$ cat src/rtl/pad_key_decoder_if.sv
// Byte stream from the PS/2 receiver into the key decoder, plus the decoded pad levels and pulses.
// The master is the receiver/game side; the slave is pad_key_decoder.
interface pad_key_decoder_if;
    // rx_valid is a single-cycle strobe with no back-pressure: rx_data is consumed
    // on every clk edge where rx_valid=1, and the decoder never stalls the sender.
    logic [7:0] rx_data;
    logic       rx_valid;
    logic       up_p1;
    logic       down_p1;
    logic       up_p2;
    logic       down_p2;
    logic       start_pulse;
    logic       seq_err;
    logic [1:0] dbg_state;

    modport master (
        output rx_data, rx_valid,
        input  up_p1, down_p1, up_p2, down_p2, start_pulse, seq_err, dbg_state
    );

    modport slave (
        input  rx_data, rx_valid,
        output up_p1, down_p1, up_p2, down_p2, start_pulse, seq_err, dbg_state
    );
endinterface

$ cat src/rtl/pad_key_decoder.sv
// PS/2 scan-code decoder: make/break/extended sequences into held pad levels, start pulse and error pulse.
// Define PAD_KEY_TIMEOUT_EN to abandon an unfinished sequence after TIMEOUT_CYCLES idle cycles.
module pad_key_decoder #(
    parameter logic [7:0] KEY_P1_UP      = 8'h1D,
    parameter logic [7:0] KEY_P1_DOWN    = 8'h1B,
    parameter logic [7:0] KEY_P2_UP      = 8'h75,
    parameter logic [7:0] KEY_P2_DOWN    = 8'h72,
    parameter logic [7:0] KEY_START      = 8'h29,
    parameter int         TIMEOUT_CYCLES = 200_000
) (
    input  logic clk,
    input  logic rst,
    pad_key_decoder_if.slave bus
);

    localparam logic [1:0] ST_IDLE    = 2'd0;
    localparam logic [1:0] ST_BRK     = 2'd1;
    localparam logic [1:0] ST_EXT     = 2'd2;
    localparam logic [1:0] ST_EXT_BRK = 2'd3;

    localparam logic [7:0] CODE_EXT = 8'hE0;
    localparam logic [7:0] CODE_BRK = 8'hF0;

    logic [1:0] state_q, state_d;
    logic       h_u1_q, h_u1_d;
    logic       h_d1_q, h_d1_d;
    logic       h_u2_q, h_u2_d;
    logic       h_d2_q, h_d2_d;
    logic       h_st_q, h_st_d;
    logic       start_q, start_d;
    logic       err_q, err_d;

    logic       is_prefix;
    logic       evt_valid;
    logic       evt_make;
    logic       evt_ext;
    logic       timeout_hit;

    assign is_prefix = (bus.rx_data == CODE_EXT) || (bus.rx_data == CODE_BRK);

`ifdef PAD_KEY_TIMEOUT_EN
    localparam int              CNT_W  = $clog2(TIMEOUT_CYCLES + 1);
    localparam logic [CNT_W-1:0] CNT_MAX = CNT_W'(TIMEOUT_CYCLES);

    logic [CNT_W-1:0] cnt_q, cnt_d;

    // Any received byte restarts the wait; IDLE has nothing to abandon.
    assign timeout_hit = (state_q != ST_IDLE) && !bus.rx_valid && (cnt_q == CNT_MAX);

    always_comb begin
        cnt_d = cnt_q + 1'b1;
        if (bus.rx_valid || (state_q == ST_IDLE) || timeout_hit) begin
            cnt_d = '0;
        end
    end

    always_ff @(posedge clk) begin
        if (rst) begin
            cnt_q <= '0;
        end else begin
            cnt_q <= cnt_d;
        end
    end
`else
    assign timeout_hit = 1'b0;
`endif

    // Sequence FSM: classifies each byte as a prefix, a key event, or a protocol error.
    always_comb begin
        state_d   = state_q;
        err_d     = 1'b0;
        evt_valid = 1'b0;
        evt_make  = 1'b0;
        evt_ext   = 1'b0;
        if (bus.rx_valid) begin
            case (state_q)
                ST_IDLE: begin
                    if (bus.rx_data == CODE_EXT) begin
                        state_d = ST_EXT;
                    end else if (bus.rx_data == CODE_BRK) begin
                        state_d = ST_BRK;
                    end else begin
                        evt_valid = 1'b1;
                        evt_make  = 1'b1;
                    end
                end
                ST_BRK: begin
                    state_d = ST_IDLE;
                    if (is_prefix) begin
                        err_d = 1'b1;
                    end else begin
                        evt_valid = 1'b1;
                    end
                end
                ST_EXT: begin
                    if (bus.rx_data == CODE_BRK) begin
                        state_d = ST_EXT_BRK;
                    end else if (bus.rx_data == CODE_EXT) begin
                        state_d = ST_IDLE;
                        err_d   = 1'b1;
                    end else begin
                        state_d   = ST_IDLE;
                        evt_valid = 1'b1;
                        evt_make  = 1'b1;
                        evt_ext   = 1'b1;
                    end
                end
                ST_EXT_BRK: begin
                    state_d = ST_IDLE;
                    if (is_prefix) begin
                        err_d = 1'b1;
                    end else begin
                        evt_valid = 1'b1;
                        evt_ext   = 1'b1;
                    end
                end
                default: begin
                    state_d = ST_IDLE;
                end
            endcase
        end else if (timeout_hit) begin
            state_d = ST_IDLE;
            err_d   = 1'b1;
        end
    end

    // Key flags: a code only matches within its own class, so keypad 8 (plain 75) never moves P2.
    always_comb begin
        h_u1_d  = h_u1_q;
        h_d1_d  = h_d1_q;
        h_u2_d  = h_u2_q;
        h_d2_d  = h_d2_q;
        h_st_d  = h_st_q;
        start_d = 1'b0;
        if (evt_valid) begin
            if (!evt_ext) begin
                if (bus.rx_data == KEY_P1_UP) begin
                    h_u1_d = evt_make;
                end
                if (bus.rx_data == KEY_P1_DOWN) begin
                    h_d1_d = evt_make;
                end
                if (bus.rx_data == KEY_START) begin
                    h_st_d  = evt_make;
                    start_d = evt_make && !h_st_q;
                end
            end else begin
                if (bus.rx_data == KEY_P2_UP) begin
                    h_u2_d = evt_make;
                end
                if (bus.rx_data == KEY_P2_DOWN) begin
                    h_d2_d = evt_make;
                end
            end
        end
    end

    always_ff @(posedge clk) begin
        if (rst) begin
            state_q <= ST_IDLE;
            h_u1_q  <= 1'b0;
            h_d1_q  <= 1'b0;
            h_u2_q  <= 1'b0;
            h_d2_q  <= 1'b0;
            h_st_q  <= 1'b0;
            start_q <= 1'b0;
            err_q   <= 1'b0;
        end else begin
            state_q <= state_d;
            h_u1_q  <= h_u1_d;
            h_d1_q  <= h_d1_d;
            h_u2_q  <= h_u2_d;
            h_d2_q  <= h_d2_d;
            h_st_q  <= h_st_d;
            start_q <= start_d;
            err_q   <= err_d;
        end
    end

    // Holding both directions of one pad cancels out so the paddle stays put.
    assign bus.up_p1       = h_u1_q & ~h_d1_q;
    assign bus.down_p1     = h_d1_q & ~h_u1_q;
    assign bus.up_p2       = h_u2_q & ~h_d2_q;
    assign bus.down_p2     = h_d2_q & ~h_u2_q;
    assign bus.start_pulse = start_q;
    assign bus.seq_err     = err_q;
    assign bus.dbg_state   = state_q;

endmodule
$ cat src/flat_wrapper.sv
// flat-port wrapper written by rule: the top's interface ports become plain ports
module pad_key_decoder_flat 
#(
    parameter logic [7:0] KEY_P1_UP      = 8'h1D,
    parameter logic [7:0] KEY_P1_DOWN    = 8'h1B,
    parameter logic [7:0] KEY_P2_UP      = 8'h75,
    parameter logic [7:0] KEY_P2_DOWN    = 8'h72,
    parameter logic [7:0] KEY_START      = 8'h29,
    parameter int         TIMEOUT_CYCLES = 200_000
)
  (clk, rst, bus_rx_data, bus_rx_valid, bus_up_p1, bus_down_p1, bus_up_p2, bus_down_p2, bus_start_pulse, bus_seq_err, bus_dbg_state);
  pad_key_decoder_if bus_i ();
  input  logic clk;
  input  logic rst;
  input wire logic [$bits(bus_i.rx_data)-1:0] bus_rx_data;
  input wire logic [$bits(bus_i.rx_valid)-1:0] bus_rx_valid;
  output wire logic [$bits(bus_i.up_p1)-1:0] bus_up_p1;
  output wire logic [$bits(bus_i.down_p1)-1:0] bus_down_p1;
  output wire logic [$bits(bus_i.up_p2)-1:0] bus_up_p2;
  output wire logic [$bits(bus_i.down_p2)-1:0] bus_down_p2;
  output wire logic [$bits(bus_i.start_pulse)-1:0] bus_start_pulse;
  output wire logic [$bits(bus_i.seq_err)-1:0] bus_seq_err;
  output wire logic [$bits(bus_i.dbg_state)-1:0] bus_dbg_state;
  assign bus_i.rx_data = bus_rx_data;
  assign bus_i.rx_valid = bus_rx_valid;
  assign bus_up_p1 = bus_i.up_p1;
  assign bus_down_p1 = bus_i.down_p1;
  assign bus_up_p2 = bus_i.up_p2;
  assign bus_down_p2 = bus_i.down_p2;
  assign bus_start_pulse = bus_i.start_pulse;
  assign bus_seq_err = bus_i.seq_err;
  assign bus_dbg_state = bus_i.dbg_state;
  pad_key_decoder #(.KEY_P1_UP(KEY_P1_UP), .KEY_P1_DOWN(KEY_P1_DOWN), .KEY_P2_UP(KEY_P2_UP), .KEY_P2_DOWN(KEY_P2_DOWN), .KEY_START(KEY_START), .TIMEOUT_CYCLES(TIMEOUT_CYCLES)) u_core (.clk(clk), .rst(rst), .bus(bus_i));
endmodule
$ cat config.mk
export PLATFORM = sky130hd
export DESIGN_NAME = pad_key_decoder_flat
export DESIGN_NICKNAME = d
export VERILOG_FILES = /design/src/rtl/pad_key_decoder_if.sv /design/src/rtl/pad_key_decoder.sv /design/src/flat_wrapper.sv
export SDC_FILE = /design/constraint.sdc
export NUM_CORES = 1
export LEC_CHECK = 0
export ABC_CLOCK_PERIOD_IN_PS = 2000
export BUFFER_PORTS_ARGS = -buffer_cell sky130_fd_sc_hd__buf_4
export CAP_MARGIN = 15
export CORE_AREA = 2 2 39 41
export DETAILED_ROUTE_END_ITERATION = 7
export DIE_AREA = 0 0 41 43
export PLACE_DENSITY = 0.75
export RECOVER_POWER = 25
export REMOVE_ABC_BUFFERS = 1
export SYNTH_ARGS = -nofsm -noshare
export SYNTH_HDL_FRONTEND = slang
export SYNTH_SLANG_ARGS = --single-unit
$ cat constraint.sdc
create_clock -name clk -period 2 [get_ports clk]
set_input_delay 0.4 -clock clk [delete_from_list [all_inputs] [get_ports clk]]
set_output_delay 0.4 -clock clk [all_outputs]
set_load 0.1 [all_outputs]
# Yosys cells after proc, flatten, opt, wreduce, memory -nomap -nowiden
# Cells that the tools add are included.
[classes]
n_eq_ne = 11
muxes = 19
n_bitwise = 12
n_reduce_logical = 13
[op_table]
columns = ["op", "n"]
rows = [
  ["== test 8 x 5 -> 1 bit (second input constant)", 2],
  ["== test 8 x 7 -> 1 bit (second input constant)", 2],
  ["== test 8 bit (second input constant)", 2],
  ["AND reduction 3 bit", 5],
  ["2-to-1 mux 1 bit", 11],
  ["== test 8 x 6 -> 1 bit (second input constant)", 1],
  ["inverter 1 bit", 8],
  ["2-to-1 mux 2 bit", 3],
  ["case mux 1 bit (2 select lines)", 3],
  ["case mux 2 bit (3 select lines)", 1],
  ["bitwise AND 1 bit", 4],
  ["== test 2 bit (second input constant)", 2],
  ["OR reduction 2 bit", 2],
  ["OR reduction 4 bit", 1],
  ["inequality test 3 x 1 -> 1 bit (second input constant)", 1],
  ["case mux 1 bit (3 select lines)", 1],
  ["== test 2 x 1 -> 1 bit (second input constant)", 1],
  ["zero test 2 bit", 1],
  ["AND reduction 2 bit", 1],
  ["logical AND 1 bit", 1],
  ["zero test 1 bit", 1],
  ["logical OR 1 bit", 1],
]
[totals]
register_bits = 9
input_bits = 11
word_cells = 63

# Logic depth before layout (Yosys ltp)
[logic_depth]
word_depth = 7
mapped_depth = 4

# Least setup slack after synthesis
# No wires, ideal clock.
[synth_path]
kind = "register to output"
startpoint = "reg u_core.h_d1_q"
endpoint = "out bus_down_p1"
t_arrival_ps = 1682
setup_slack_ps = -82
stages_incl_launch_ff = 2
path_cell_list = "dfxtp_1 -> nor2b_1"
[synth_via]
elab_chain_cells = 1
[synth_lines]
columns = ["element", "line", "source"]
rows = [
  ["from (decl)", "pad_key_decoder.sv:26", "logic h_d1_q, h_d1_d;"],
  ["from (signal assigned)", "pad_key_decoder.sv:162", "h_d1_q <= 1'b0;"],
  ["from (signal assigned)", "pad_key_decoder.sv:171", "h_d1_q <= h_d1_d;"],
  ["bitwise AND 1 bit", "pad_key_decoder.sv:182", "assign bus.down_p1 = h_d1_q & ~h_u1_q;"],
  ["to (decl)", "flat_wrapper.sv:18", "output wire logic [$bits(bus_i.down_p1)-1:0] bus_down_p1;"],
]
# No other way between the ends.

# Worst setup path after layout
[layout_path]
startpoint = "reg u_core.state_q[1] (netlist: u_core.bus.dbg_state[1])"
endpoint = "out bus_dbg_state[1]"
[layout_lines]
columns = ["element", "line", "source"]
rows = [
  ["from (decl)", "pad_key_decoder.sv:24", "logic [1:0] state_q, state_d;"],
  ["from (signal assigned)", "pad_key_decoder.sv:169", "state_q <= state_d;"],
  ["to (decl)", "flat_wrapper.sv:23", "output wire logic [$bits(bus_i.dbg_state)-1:0] bus_dbg_state;"],
]
# No word-level cell between the ends.

==> summary.md <==
| Metric | Value |
|---|---|
| Slew margin rel. | 0.6387 |
| Total grt overflow | 0 |
| Synth unique cells | 25 |
| VDD IR max | 0.0003034 V |
| Top-area cell type share of the netlist area | 0.3591 |
| CTS root buf | clkbuf_4 |
| Skew final | 0.004417 ns |
| Vert. Die Dim | 43 um |
| Worst Hold Class | input port to flip-flop |
| Ports | 19 |
| Min Tclk post-route | 1.595 ns |
| Reg-to-Reg End | u_core.h_d1_q$_SDFFE_PP0P_ |
| Clock Path Buffers | 2 |
| Reg clk slew, reported paths | 0.06 ns |
| Cells along the critical path | clkbuf_1, buf_4 |
| Die Wd | 41 um |
| Req. time, crit path | 1.60 ns |
| Cell accounting for the most synthesized area | dfxtp_1 |
| Detailed placement HPWL | 943.2 um |
| Final setup violation count | 0 |
| Final hold vios | 0 |
| Antenna diodes | 0 |
| CP top delay family | buffers and inverters |
| Synth Warn # | 0 |
| RePlAce Congestion | 0.7504 |
| Worst reg2reg path depth | 3 |
| Tcrit/Tclk final | 0.7975 |
| Number of synthesized flops with an enable pin | 0 |
| Post-CTS resize count | 0 |
| Largest net degree at the start of global routing | 10 |
| Post-synthesis sequential area ratio | 0.3591 |
| Mapped Area | 501.7 um^2 |
| First-pass GRT wire length | 1828 um |
| Rows | 14 |
| WL/cell | 13.06 um |
| Worst Hold Path EP | u_core.h_st_q$_SDFFE_PP0P_ |
| Cell with the most instances after synthesis | dfxtp_1 |
| Max-cap violations | 0 |
| Die ar. | 1763 um^2 |
| Outcome | complete, no violations |
| CP bufs+invs | 2 |
| Remaining DRCs | 0 |
| Area occupied by multi-input gates | 309.0 um^2 |
| Mapped Avg Cell Area | 8.959 um^2 |
| R2R setup slack | 0.52 ns |
| Total leakage power | 0.2510 nW |
| Fill count | 134 |
| Clk Latency, worst-skew pair | 0.26 ns |
| Post-Route WL | 1228 um |
| Initial Util | 0.3626 |
| Area grow syn2layout | 34.16% |
| H-tree depth | 1 |
| All-Layer GR Usage | 0.1579 |
| Via/cell ratio | 5.532 |
| Worst hold slack | 0.3684 ns |
| # hold bufs at CTS | 0 |
| WS Path Type | flip-flop to primary output |
| Hold path depth | 2 |
| RSZ-0062 raised after global routing | no |
| Worst path max stage delay | 0.35 ns |
| Post-Syn Instances | 56 |
| Most frequent cells after synthesis | dfxtp_1, a21oi_1, nor2b_1 |
| Vias | 520 |
| Slew @ Worst Pin | 0.5344 ns |
| DRT Pass-1 Iters | 4 |
| Fmax | 627.0 MHz |
| Reg2reg start | u_core.bus.dbg_state[1]$_SDFFE_PP0P_ |
| Layout cell share with drive strength beyond 1 | 0.3077 |
| Core Area | 1384 um^2 |
| Num CTS Buffers | 3 |
| FF/Latch Area | 180.2 um^2 |
| CP max-delay cell | buf_4 |
| Max Transition Viols Final | 0 |
| Setup crit end kind | primary output |
| Top_reg_cell synth | dfxtp_1 |
| Post-CTS setup buffers | 0 |
| Vias in the first global route | 440 |
| #FFs+latches synth | 9 |
| Synth top area cells | dfxtp_1, nor2b_1, mux2i_1 |
| Slack of the critical path | 0.4051 ns |
| Clock sink count | 9 |
| CP max FO | 7 |
| DRT iter0 DRCs | 19 |
| Initial antenna violation count | 0 |
| Power density cells | 542.3 nW/um^2 |
| Crit start category | flip-flop |
| NumNets Final | 90 |
| Setup TNS | 0 ns |
| CTS tree | yes |
| Worst Path Arrival | 1.19 ns |
| HP Start | rst |
| Pre-CTS setup slack | 0.2451 ns |
| Async SR Flop Fraction | 0 |
| Final ANT Viol Nets | 0 |
| PortBufs | 18 |
## cells in the final DEF, fill, tap and decap left out, types with 2 or more instances in the layout
cell type | Yosys | final
dfxtp_1 | 9 | 9
clkbuf_2 | 1 | 2
mux2i_1 | 3 | 3
nor4_1 | 3 | 3
nand3b_1 | 3 | 3
a21oi_1 | 5 | 5
nand2b_1 | 4 | 4
inv_1 | 2 | 2
clkbuf_1 | 0 | 3
clkbuf_4 | 0 | 3
nor2b_1 | 5 | 5
o31ai_1 | 2 | 2
nand2_1 | 2 | 2
nor4b_1 | 3 | 3
nand4b_1 | 2 | 2
buf_4 | 0 | 15
## cells by family after synthesis
logic type             synth area share
and+or+nand+nor                  0.4589
DFF                              0.3591
muxes                           0.05985
AOI/OAI and AO/OA               0.09724
buffers and inverters           0.02493
## per-stage QoR
stage	utilization	instance area (um^2)	power, mW	cells
after global routing	0.4864	673.1	0.3755	94
after floorplan	-	496.7	0.2004	55
final	0.4864	673.1	0.3650	94
after CTS	0.4955	685.7	0.3694	94
after global placement	0.4765	659.4	0.2280	90
after detailed placement	0.4765	659.4	0.2281	90
## where the power goes
part           total [mW]  internal, mW  leakage [nW]  switching (mW)
combinational      0.0445        0.0216         0.164          0.0229
clock               0.141        0.0769        0.0150          0.0641
sequential          0.180         0.179        0.0725        0.000152
## sequential cells by signal, summed over array words and instances, names as in the netlist
name,cells
u_core.bus.dbg_state,2
u_core.bus.seq_err,1
u_core.bus.start_pulse,1
u_core.h_d1_q,1
u_core.h_d2_q,1
u_core.h_st_q,1
u_core.h_u1_q,1
u_core.h_u2_q,1
## worst max-delay path by stage
stage	startpoint	end	slack [ns]	cells past startpoint
floorplan	u_core.h_d1_q$_SDFFE_PP0P_	bus_down_p1	-0.08	1
global placement	bus_rx_data[1]	u_core.bus.dbg_state[0]$_SDFFE_PP0P_	0.27	4
detailed placement	bus_rx_data[1]	u_core.bus.dbg_state[0]$_SDFFE_PP0P_	0.25	4
CTS	u_core.h_u2_q$_SDFFE_PP0P_	bus_up_p2	0.51	2
global route	u_core.bus.dbg_state[1]$_SDFFE_PP0P_	bus_dbg_state[1]	0.37	2
finish	u_core.bus.dbg_state[1]$_SDFFE_PP0P_	bus_dbg_state[1]	0.41	2
## per-layer routing
metal	vias up	global-route usage	wire [um]
met4	0	0.1400	19
met2	19	0.2375	622
met3	2	0.01571	74
li1	256	-	-
met1	243	0.1845	512
met5	-	0	0
## final cells by class
type | count | share of cell area
timing repair buffer | 19 | 0.1933
inverter | 2 | 0.01115
multi-input combinational | 44 | 0.4591
tap | 16 | 0.02974
sequential | 9 | 0.2677
clock buffer | 4 | 0.03903
Power figures use the tool's default switching activity.
